### config.mk
export PLATFORM = sky130hd
export DESIGN_NAME = axi_master_bridge
export DESIGN_NICKNAME = d
export VERILOG_FILES = /design/src/rtl/axi_master_bridge.sv
export SDC_FILE = /design/constraint.sdc
export NUM_CORES = 1
export LEC_CHECK = 0
export CORE_MARGIN = 1.5
export CORE_UTILIZATION = 57
export CTS_BUF_LIST = sky130_fd_sc_hd__clkbuf_2
export DETAILED_ROUTE_END_ITERATION = 8
export PLACE_DENSITY_LB_ADDON = 0.15
export SETUP_SLACK_MARGIN = 0.05
export SYNTH_ARGS = -nofsm -noshare
export SYNTH_HDL_FRONTEND = slang
export SYNTH_SLANG_ARGS = --single-unit
### constraint.sdc
create_clock -name clk_i -period 6.1 [get_ports clk_i]
set_input_delay 0.61 -clock clk_i [delete_from_list [all_inputs] [get_ports clk_i]]
set_output_delay 0.61 -clock clk_i [all_outputs]
set_load 0.02 [all_outputs]
### src/rtl/axi_master_bridge.sv
// Bridges CPU line requests onto AXI: writes are queued in a small FIFO and
// issued as bursts, reads run one burst at a time and are reassembled into a line.
module axi_master_bridge #(
  parameter int ADDR_W      = 32,
  parameter int DATA_W      = 32,
  parameter int LINE_W      = 128,
  parameter int ID_W        = 4,
  parameter int WFIFO_DEPTH = 4,
  parameter logic [ID_W-1:0] ID_MEM = ID_W'(0),
  parameter logic [ID_W-1:0] ID_DMA = ID_W'(1),
  parameter logic [ID_W-1:0] ID_AES = ID_W'(2),
  parameter logic [3:0] SINGLE_RGN  = 4'h2
) (
  input  logic                clk_i,
  input  logic                rst_i,
  output logic [ID_W-1:0]     awid_o,
  output logic [ADDR_W-1:0]   awaddr_o,
  output logic [7:0]          awlen_o,
  output logic [2:0]          awsize_o,
  output logic [1:0]          awburst_o,
  output logic                awvalid_o,
  input  logic                awready_i,
  output logic [DATA_W-1:0]   wdata_o,
  output logic [DATA_W/8-1:0] wstrb_o,
  output logic                wlast_o,
  output logic                wvalid_o,
  input  logic                wready_i,
  input  logic [ID_W-1:0]     bid_i,
  input  logic [1:0]          bresp_i,
  input  logic                bvalid_i,
  output logic                bready_o,
  output logic [ID_W-1:0]     arid_o,
  output logic [ADDR_W-1:0]   araddr_o,
  output logic [7:0]          arlen_o,
  output logic [2:0]          arsize_o,
  output logic [1:0]          arburst_o,
  output logic                arvalid_o,
  input  logic                arready_i,
  input  logic [ID_W-1:0]     rid_i,
  input  logic [DATA_W-1:0]   rdata_i,
  input  logic [1:0]          rresp_i,
  input  logic                rlast_i,
  input  logic                rvalid_i,
  output logic                rready_o,
  input  logic                cs_i,
  input  logic                we_i,
  input  logic [ADDR_W-1:0]   addr_i,
  input  logic [LINE_W-1:0]   wdata_i,
  output logic                wfull_o,
  output logic                rd_ready_o,
  output logic [LINE_W-1:0]   rdata_o,
  output logic                rvalid_o,
  output logic                rerr_o,
  output logic                werr_o
);

  localparam int BEATS   = LINE_W / DATA_W;
  localparam int CNT_W   = $clog2(BEATS + 1);
  localparam int PTR_W   = $clog2(WFIFO_DEPTH);
  localparam int ENTRY_W = ADDR_W + LINE_W;
  localparam int SIZE    = $clog2(DATA_W / 8);
  localparam logic [7:0] MAX_LEN = 8'(BEATS - 1);

  typedef enum logic [1:0] {WR_IDLE, WR_AW, WR_W, WR_B} wrState_e;
  typedef enum logic [1:0] {RD_IDLE, RD_AR, RD_R} rdState_e;

  function automatic logic [ID_W-1:0] regionId(input logic [3:0] rgn);
    if (rgn == 4'h0)            return ID_MEM;
    else if (rgn == 4'h1)       return ID_DMA;
    else if (rgn == SINGLE_RGN) return ID_AES;
    else                        return ID_MEM;
  endfunction

  wrState_e wrState_q, wrState_d;
  rdState_e rdState_q, rdState_d;

  logic [ENTRY_W-1:0] fifoMem_q [WFIFO_DEPTH];
  logic [PTR_W-1:0]   fifoWrPtr_q, fifoRdPtr_q;
  logic [PTR_W:0]     fifoCount_q;
  logic               fifoEmpty, fifoFull, fifoPush, fifoPop;

  logic [ADDR_W-1:0]  wrAddr_q, rdAddr_q;
  logic [LINE_W-1:0]  wrLine_q, rdata_q;
  logic [CNT_W-1:0]   wrBeat_q, rdBeat_q;
  logic               werr_q, rerr_q, rvalid_q;
  logic               wrSingle, rdSingle, wrLast, rdAccept;
  logic               unusedInputs;

  assign unusedInputs = ^{bid_i, rid_i, rresp_i[0]};

  // A full FIFO still takes a push in the cycle the write engine pops it.
  assign fifoEmpty = (fifoCount_q == '0);
  assign fifoFull  = (fifoCount_q == (PTR_W+1)'(WFIFO_DEPTH));
  assign fifoPop   = (wrState_q == WR_IDLE) && !fifoEmpty;
  assign wfull_o   = fifoFull && !fifoPop;
  assign fifoPush  = cs_i && we_i && !wfull_o;

  always_ff @(posedge clk_i) begin
    if (rst_i) begin
      fifoWrPtr_q <= '0;
      fifoRdPtr_q <= '0;
      fifoCount_q <= '0;
    end else begin
      if (fifoPush) fifoWrPtr_q <= fifoWrPtr_q + PTR_W'(1);
      if (fifoPop)  fifoRdPtr_q <= fifoRdPtr_q + PTR_W'(1);
      case ({fifoPush, fifoPop})
        2'b10:   fifoCount_q <= fifoCount_q + (PTR_W+1)'(1);
        2'b01:   fifoCount_q <= fifoCount_q - (PTR_W+1)'(1);
        default: fifoCount_q <= fifoCount_q;
      endcase
    end
  end

  always_ff @(posedge clk_i) begin
    if (fifoPush) fifoMem_q[fifoWrPtr_q] <= {addr_i, wdata_i};
  end

  assign wrSingle = (wrAddr_q[19:16] == SINGLE_RGN);
  assign rdSingle = (rdAddr_q[19:16] == SINGLE_RGN);
  assign wrLast   = wrSingle || (wrBeat_q == CNT_W'(BEATS - 1));

  assign awid_o    = regionId(wrAddr_q[19:16]);
  assign awaddr_o  = wrAddr_q;
  assign awlen_o   = wrSingle ? 8'd0 : MAX_LEN;
  assign awsize_o  = 3'(SIZE);
  assign awburst_o = wrSingle ? 2'b00 : 2'b01;
  assign wstrb_o   = '1;
  assign werr_o    = werr_q;

  always_ff @(posedge clk_i) begin
    if (rst_i) wrState_q <= WR_IDLE;
    else       wrState_q <= wrState_d;
  end

  always_comb begin
    wrState_d = wrState_q;
    case (wrState_q)
      WR_IDLE: if (!fifoEmpty)           wrState_d = WR_AW;
      WR_AW:   if (awready_i)            wrState_d = WR_W;
      WR_W:    if (wready_i && wrLast)   wrState_d = WR_B;
      WR_B:    if (bvalid_i)             wrState_d = WR_IDLE;
      default:                           wrState_d = WR_IDLE;
    endcase
  end

  always_comb begin
    awvalid_o = (wrState_q == WR_AW);
    wvalid_o  = (wrState_q == WR_W);
    bready_o  = (wrState_q == WR_B);
    wlast_o   = (wrState_q == WR_W) && wrLast;
    wdata_o   = wrLine_q[DATA_W*int'(wrBeat_q) +: DATA_W];
  end

  always_ff @(posedge clk_i) begin
    if (rst_i) begin
      wrAddr_q <= '0;
      wrLine_q <= '0;
      wrBeat_q <= '0;
      werr_q   <= 1'b0;
    end else begin
      werr_q <= 1'b0;
      if (fifoPop) begin
        {wrAddr_q, wrLine_q} <= fifoMem_q[fifoRdPtr_q];
        wrBeat_q             <= '0;
      end
      if (wvalid_o && wready_i) wrBeat_q <= wrLast ? '0 : wrBeat_q + CNT_W'(1);
      if (bready_o && bvalid_i && (bresp_i != 2'b00)) werr_q <= 1'b1;
    end
  end

  assign rdAccept  = cs_i && !we_i && rd_ready_o;
  assign arid_o    = regionId(rdAddr_q[19:16]);
  assign araddr_o  = rdAddr_q;
  assign arlen_o   = rdSingle ? 8'd0 : MAX_LEN;
  assign arsize_o  = 3'(SIZE);
  assign arburst_o = rdSingle ? 2'b00 : 2'b01;
  assign rdata_o   = rdata_q;
  assign rvalid_o  = rvalid_q;
  assign rerr_o    = rerr_q;

  always_ff @(posedge clk_i) begin
    if (rst_i) rdState_q <= RD_IDLE;
    else       rdState_q <= rdState_d;
  end

  always_comb begin
    rdState_d = rdState_q;
    case (rdState_q)
      RD_IDLE: if (rdAccept)             rdState_d = RD_AR;
      RD_AR:   if (arready_i)            rdState_d = RD_R;
      RD_R:    if (rvalid_i && rlast_i)  rdState_d = RD_IDLE;
      default:                           rdState_d = RD_IDLE;
    endcase
  end

  always_comb begin
    rd_ready_o = (rdState_q == RD_IDLE);
    arvalid_o  = (rdState_q == RD_AR);
    rready_o   = (rdState_q == RD_R);
  end

  // Beats past the line width are accepted on the bus but not stored.
  always_ff @(posedge clk_i) begin
    if (rst_i) begin
      rdAddr_q <= '0;
      rdBeat_q <= '0;
      rdata_q  <= '0;
      rerr_q   <= 1'b0;
      rvalid_q <= 1'b0;
    end else begin
      rvalid_q <= 1'b0;
      if (rdAccept) rdAddr_q <= addr_i;
      if (rdState_q == RD_AR) begin
        rerr_q   <= 1'b0;
        rdBeat_q <= '0;
      end
      if (rready_o && rvalid_i) begin
        if (rdBeat_q < CNT_W'(BEATS)) begin
          rdata_q[DATA_W*int'(rdBeat_q) +: DATA_W] <= rdata_i;
          rdBeat_q <= rdBeat_q + CNT_W'(1);
        end
        rerr_q <= rerr_q | rresp_i[1];
        if (rlast_i) begin
          rvalid_q <= 1'b1;
          rdBeat_q <= '0;
        end
      end
    end
  end

endmodule

**Word-level counts from Yosys, hierarchy flattened**

Memories as Yosys holds them, arrays and structs flattened. A register that Yosys moved wholly into a read port is not among the register bits.
Index checks and enable logic that the tools add are counted.

- Logic and storage cells: 111
- Input bits: 214
- Output and inout port bits: 273
- Memories kept: 1
- Flip-flop bits (word level): 180
- RAM bits: 640

Memories:

| memory | depth | width | read ports | clocked after Yosys merged registers in | wr ports | RTL line | RTL |
|---|---|---|---|---|---|---|---|
| fifoMem_q | 4 | 160 | 1 | 1 | 1 | 77 | `logic [ENTRY_W-1:0] fifoMem_q [WFIFO_DEPTH];` |

- Bitwise gates (word level): 2
- Add/sub/neg operators: 7
- Shifts and indexed selects: 3
- Mux-type cells: 34
- Order comparisons: 1
- Equal/unequal tests: 20
- Reductions and logical operators: 31

Operators by type and width:

| cell | number |
|---|---|
| $bwmux 128 | 1 |
| $shift 32x33->128 const A | 1 |
| $shiftx 128x9->32 | 1 |
| $shiftx 32x33->128 | 1 |
| $neg 8->33 | 1 |
| $mux 2 | 15 |
| $mux 3 | 7 |
| $logic_and 1x1->1 | 13 |
| $ne 2x1->1 const B | 5 |
| $add 3x1->3 const B | 3 |
| $eq 2x2->1 const B | 4 |
| $eq 4x1->1 const B | 2 |
| $eq 4x2->1 const B | 2 |
| $logic_not 4->1 | 2 |
| $mux 1 | 8 |
| $pmux 2 s4 | 1 |
| $reduce_bool 2->1 | 4 |
| $eq 2x1->1 const B | 3 |
| $pmux 2 s3 | 1 |
| $pmux 3 s2 | 1 |
| $add 2x1->2 const B | 2 |
| $logic_not 1->1 | 4 |
| $logic_not 2->1 | 2 |
| $ne 2x2->1 const B | 2 |
| 12 further kinds | 12 |

**Longest topological paths before layout**

- Word-level depth: 9
- Mapped depth: 9
- Mapped depth without buffers: 9

**Worst setup path before layout**

OpenSTA, ideal clock, no wires.

- Path kind: register to register
- Start: register wrState_q[0]
- End: memory fifoMem_q[1][0] (netlist name), enable pin
- Library setup time: 0.539 ns
- Data required time: 5.561 ns
- Setup slack: 0.781 ns
- Cell stages (with the launch flop): 6
- Data arrival time: 4.780 ns
- Path buffers: 0
- Clock period less this slack: 5.319 ns
- Cells stage by stage: dfxtp_1 -> inv_1 -> ha_1 -> nor4b_4 -> nor2_1 -> and2_1

- Longest elaborated chain between the ends: 8

RTL lines:

| what | RTL line | RTL |
|---|---|---|
| from (decl) | 74 | `wrState_e wrState_q, wrState_d;` |
| from (signal assigned) | 132 | `else wrState_q <= wrState_d;` |
| $logic_not 2->1 | 94 | `assign fifoPop = (wrState_q == WR_IDLE) && !fifoEmpty;` |
| $logic_and 1x1->1 | 94 |  |
| $logic_not 1->1 | 95 | `assign wfull_o = fifoFull && !fifoPop;` |
| $logic_and 1x1->1 | 95 |  |
| net wfull_o | 49 | `output logic wfull_o,` |
| $logic_not 1->1 | 96 | `assign fifoPush = cs_i && we_i && !wfull_o;` |
| $logic_and 1x1->1 | 96 |  |
| $mux 1 | 115 | `if (fifoPush) fifoMem_q[fifoWrPtr_q] <= {addr_i, wdata_i};` |
| $mux 1 (implied by the code) | 115 |  |
| to (decl) | 77 |  |

The timed path passes the listed nets, and every way through them passes these cells.

**Worst setup path after layout**

- Start: register wrBeat_q[0]
- End: output wdata_o[9]

- Longest elaborated chain between the ends: 1

RTL lines:

| what | RTL line | RTL |
|---|---|---|
| from (decl) | 84 | `logic [CNT_W-1:0] wrBeat_q, rdBeat_q;` |
| from (signal assigned) | 166 | `if (wvalid_o && wready_i) wrBeat_q <= wrLast ? '0 : wrBeat_q + CNT_W'(1);` |
| $shiftx 128x9->32 | 151 | `wdata_o = wrLine_q[DATA_W*int'(wrBeat_q) +: DATA_W];` |
| to (decl) | 23 | `output logic [DATA_W-1:0] wdata_o,` |

No other way between the ends.

==> out/metrics.cfg <==
[floorplanning]
die-height_um=258
die_span_in_x_um=258
floorplan.initialDensity_pct=57.5
die_area_um2=66400
placementRows=93
floorplan.io_pins=487
core_area_um2=64200

[worst_setup_path]
worst-path-max-fanout=24
cp-start-kind=flip-flop
critical_path.max_stage_delay_ns=0.63
arrival_ns=3.85
critPathTopFamily=buffers and inverters
worstPathCellList=buf_4 > mux4_2 > and2_1 > clkdlybuf4s50_1
timing_worst_setup_path_type=reg2out
cp.buffers_inverters=2
timing.critical_path.required_ns=5.49
critical_path.endpoint_type=output pin
critical-path-slowest-cell=dfxtp_2

[clock_tree]
cts_tree=built
clkTransAtPathRegs_ns=0.11
post-cts-setup-buffer-count=0
clk_path_buf_depth=3
clk_latency_ns=1.43
cts_htree_levels=4
cts-root-buf=clkbuf_2
cts_inserted_buffers=227
total_clock_sinks=980
ctsResizeCount=0

[timing]
finalWorstSetupSlack_ns=1.64
max_freq_mhz=224
period_share_pct=73.0
worst-slew-pin-transition_ns=1.16
slew_violations=0
layout_min_cycle_time_ns=4.46
fin_tns_setup_ns=0
final_hold_viol_count=0
slew_headroom_pct=22.6
timing.final.setup_violations=0
worst_clock_skew_on_the_final_layout_ns=0.113
rsz0062_at_grt=no

[synthesis]
synth-warning-count=0
synth.top_cells.by_count=edfxtp_1, nand2_1, dfxtp_1
syn_area_per_cell_um2=14.8
synth_async_reset_ratio_pct=0
synthDominantCellAreaShare_pct=52.0
syn-cell-area_um2=37000
synth_cells=2496
synth-edff-count=640
synth_flop_cell=edfxtp_1
synth-seq-area-share_pct=70.4
synth.lib_cells_used.distinct=55
largest_area_contributor_in_the_synthesized_netlist=edfxtp_1
synthMostInstantiatedCell=edfxtp_1
synthTopCellsByArea=edfxtp_1, dfxtp_1, mux4_2, nand2_1, a21oi_1
synth_seq_cells=980

[placement]
post-place-cells=3654
port_buffers=449
last_weighted_congestion_value_of_the_routability_driven_placer=0.843
detailedPlace.worstSlack_ns=2.52
detailed_place_hpwl_um=54600
dpl-instance-area_um2=41800

[finish]
fraction_of_layout_instances_using_a_drive_strength_above_1_pct=19.9
ff_latch_area_um2=26000
final_net_count=3465
design_area_um2=46100
multi_input_comb_area_um2=9840
final-instance-count-excl-fill=4295
fill_count=4380
syn_to_final_growth_pct=24.6

[global_routing]
total_gr_overflow=0
wire_length_of_the_first_global_routing_pass_um=139000
grt_max_degree=216
grt_antenna_before_repair=10
global_route_usage_over_all_layers_pct=27.6
grt_pass1_vias=24000

[detailed_routing]
postRouteAntennaNets=0
routed_via_density=5.57
first_pass_iters=8
detail_route.iter0.violations=1907
finalWirelength_um=91300
routed_wire_length_per_instance_um=21.3
drc_errors=0
total_number_of_vias=23900

[power]
ir_drop_mv=0.580
leakagePower_nw=15.3
power.density_cell_area_nw_per_um2=352

[run_status]
run_status=completed

[run]
timing.max_cap.violations=0

[worst_hold_path]
holdCritPathClass=in2reg

==> worst paths after layout <==
kind / startpoint / end / slack, ns / cells after the start
setup / recovery: wrBeat_q[0]$_SDFFE_PP0P_ / wdata_o[9] / 1.64 / 4
hold / removal: bvalid_i / wrState_q[0]$_SDFFE_PP0P_ / 0.22 / 5
setup reg to reg: wrState_q[1]$_SDFFE_PP0P_ / awaddr_o[4]$_SDFFE_PP0P_ / 2.92 / 7
hold reg to reg: wrLine_q[92]$_SDFFE_PP0P_ / wrLine_q[92]$_SDFFE_PP0P_ / 0.46 / 2
==> cell families after synthesis <==
family	share of synthesized area, %
fa+ha+maj	0.596
compound gates	5.17
flops	70.4
mux	11.7
xor+xnor	0.0711
simple gates	8.69
other cells	0.0203
buf+inv	3.33
==> layer usage <==
metal  GRT usage (%)  share of wire [%]  vias up
met5               0              0.035        -
met2            43.3                 49     1075
met1            38.2                 40    11900
met4            10.6                2.9        6
li1                -                  -    10800
met3            6.00                8.1      158
==> per-stage QoR <==
stage | total power, W | util [%] | hold slack, ns
2_1_floorplan | 0.0107 | - | 0.433
3_3_place_gp | 0.0120 | 65.1 | 0.437
3_5_place_dp | 0.0121 | 65.1 | 0.444
4_1_cts | 0.0163 | 71.7 | 0.00393
5_1_grt | 0.0170 | 71.7 | 0.104
6_report | 0.0162 | 71.7 | 0.216
==> worst reg2reg max path, cell delays in order, from the launching register on <==
cell     delay [ns]
dfxtp_1        0.41
inv_1          0.11
ha_1           0.33
o31ai_4        0.10
buf_4          0.76
buf_4          0.96
nand2_1        0.22
a21oi_1        0.24
==> layout by cell type (no fill, tap or decap), drive strengths merged, types with 3 or more instances in the layout <==
master and n:
dfxtp 340, clkinv 51, and2 37, edfxtp 640, dlygate4sd3 206, clkdlybuf4s50 448
or3 4, nand2 552, nor3 3, ha 16, nor4b 6, conb 28
nor4 3, o21ai 4, clkbuf 364, mux4 192, diode 9, inv 22
nand3 102, clkinvlp 3, nor2 19, and3 4, buf 27, a21oi 328
==> registers in the layout, summed over array words and instances (netlist names) <==
name and count:
fifoRdPtr_q 2, fifoMem_q 640, fifoWrPtr_q 2, awaddr_o 32, rvalid_o 1, rdState_q 2
wrBeat_q 3, fifoCount_q 3, rdBeat_q 3, wrState_q 2, araddr_o 32, rdata_o 128
rerr_o 1, werr_o 1, wrLine_q 128
==> layout make-up <==
type | count | area share, %
Inverter | 16 | 0.130
Antenna cell | 9 | 0.0489
Clock buffer | 364 | 3.95
Timing Repair Buffer | 681 | 15.0
Clock inverter | 62 | 0.725
Sequential cell | 980 | 56.5
Tap cell | 855 | 2.32
Multi-Input combinational cell | 1328 | 21.4
==> what timing repair did <==
item | CTS | global route
hold buffers | 206 | 0
setup endpoints to repair | 0 | 0
hold endpoints to repair | 814 | 0
==> report_power, final <==
part	switching, W	total (W)	internal [W]
logic	0.00227	0.00392	0.00164
clock network	0.00251	0.00419	0.00168
registers	0.000452	0.00812	0.00767
total	0.00524	0.0162	0.0110
Note: power is estimated with default switching activity, not from simulation.
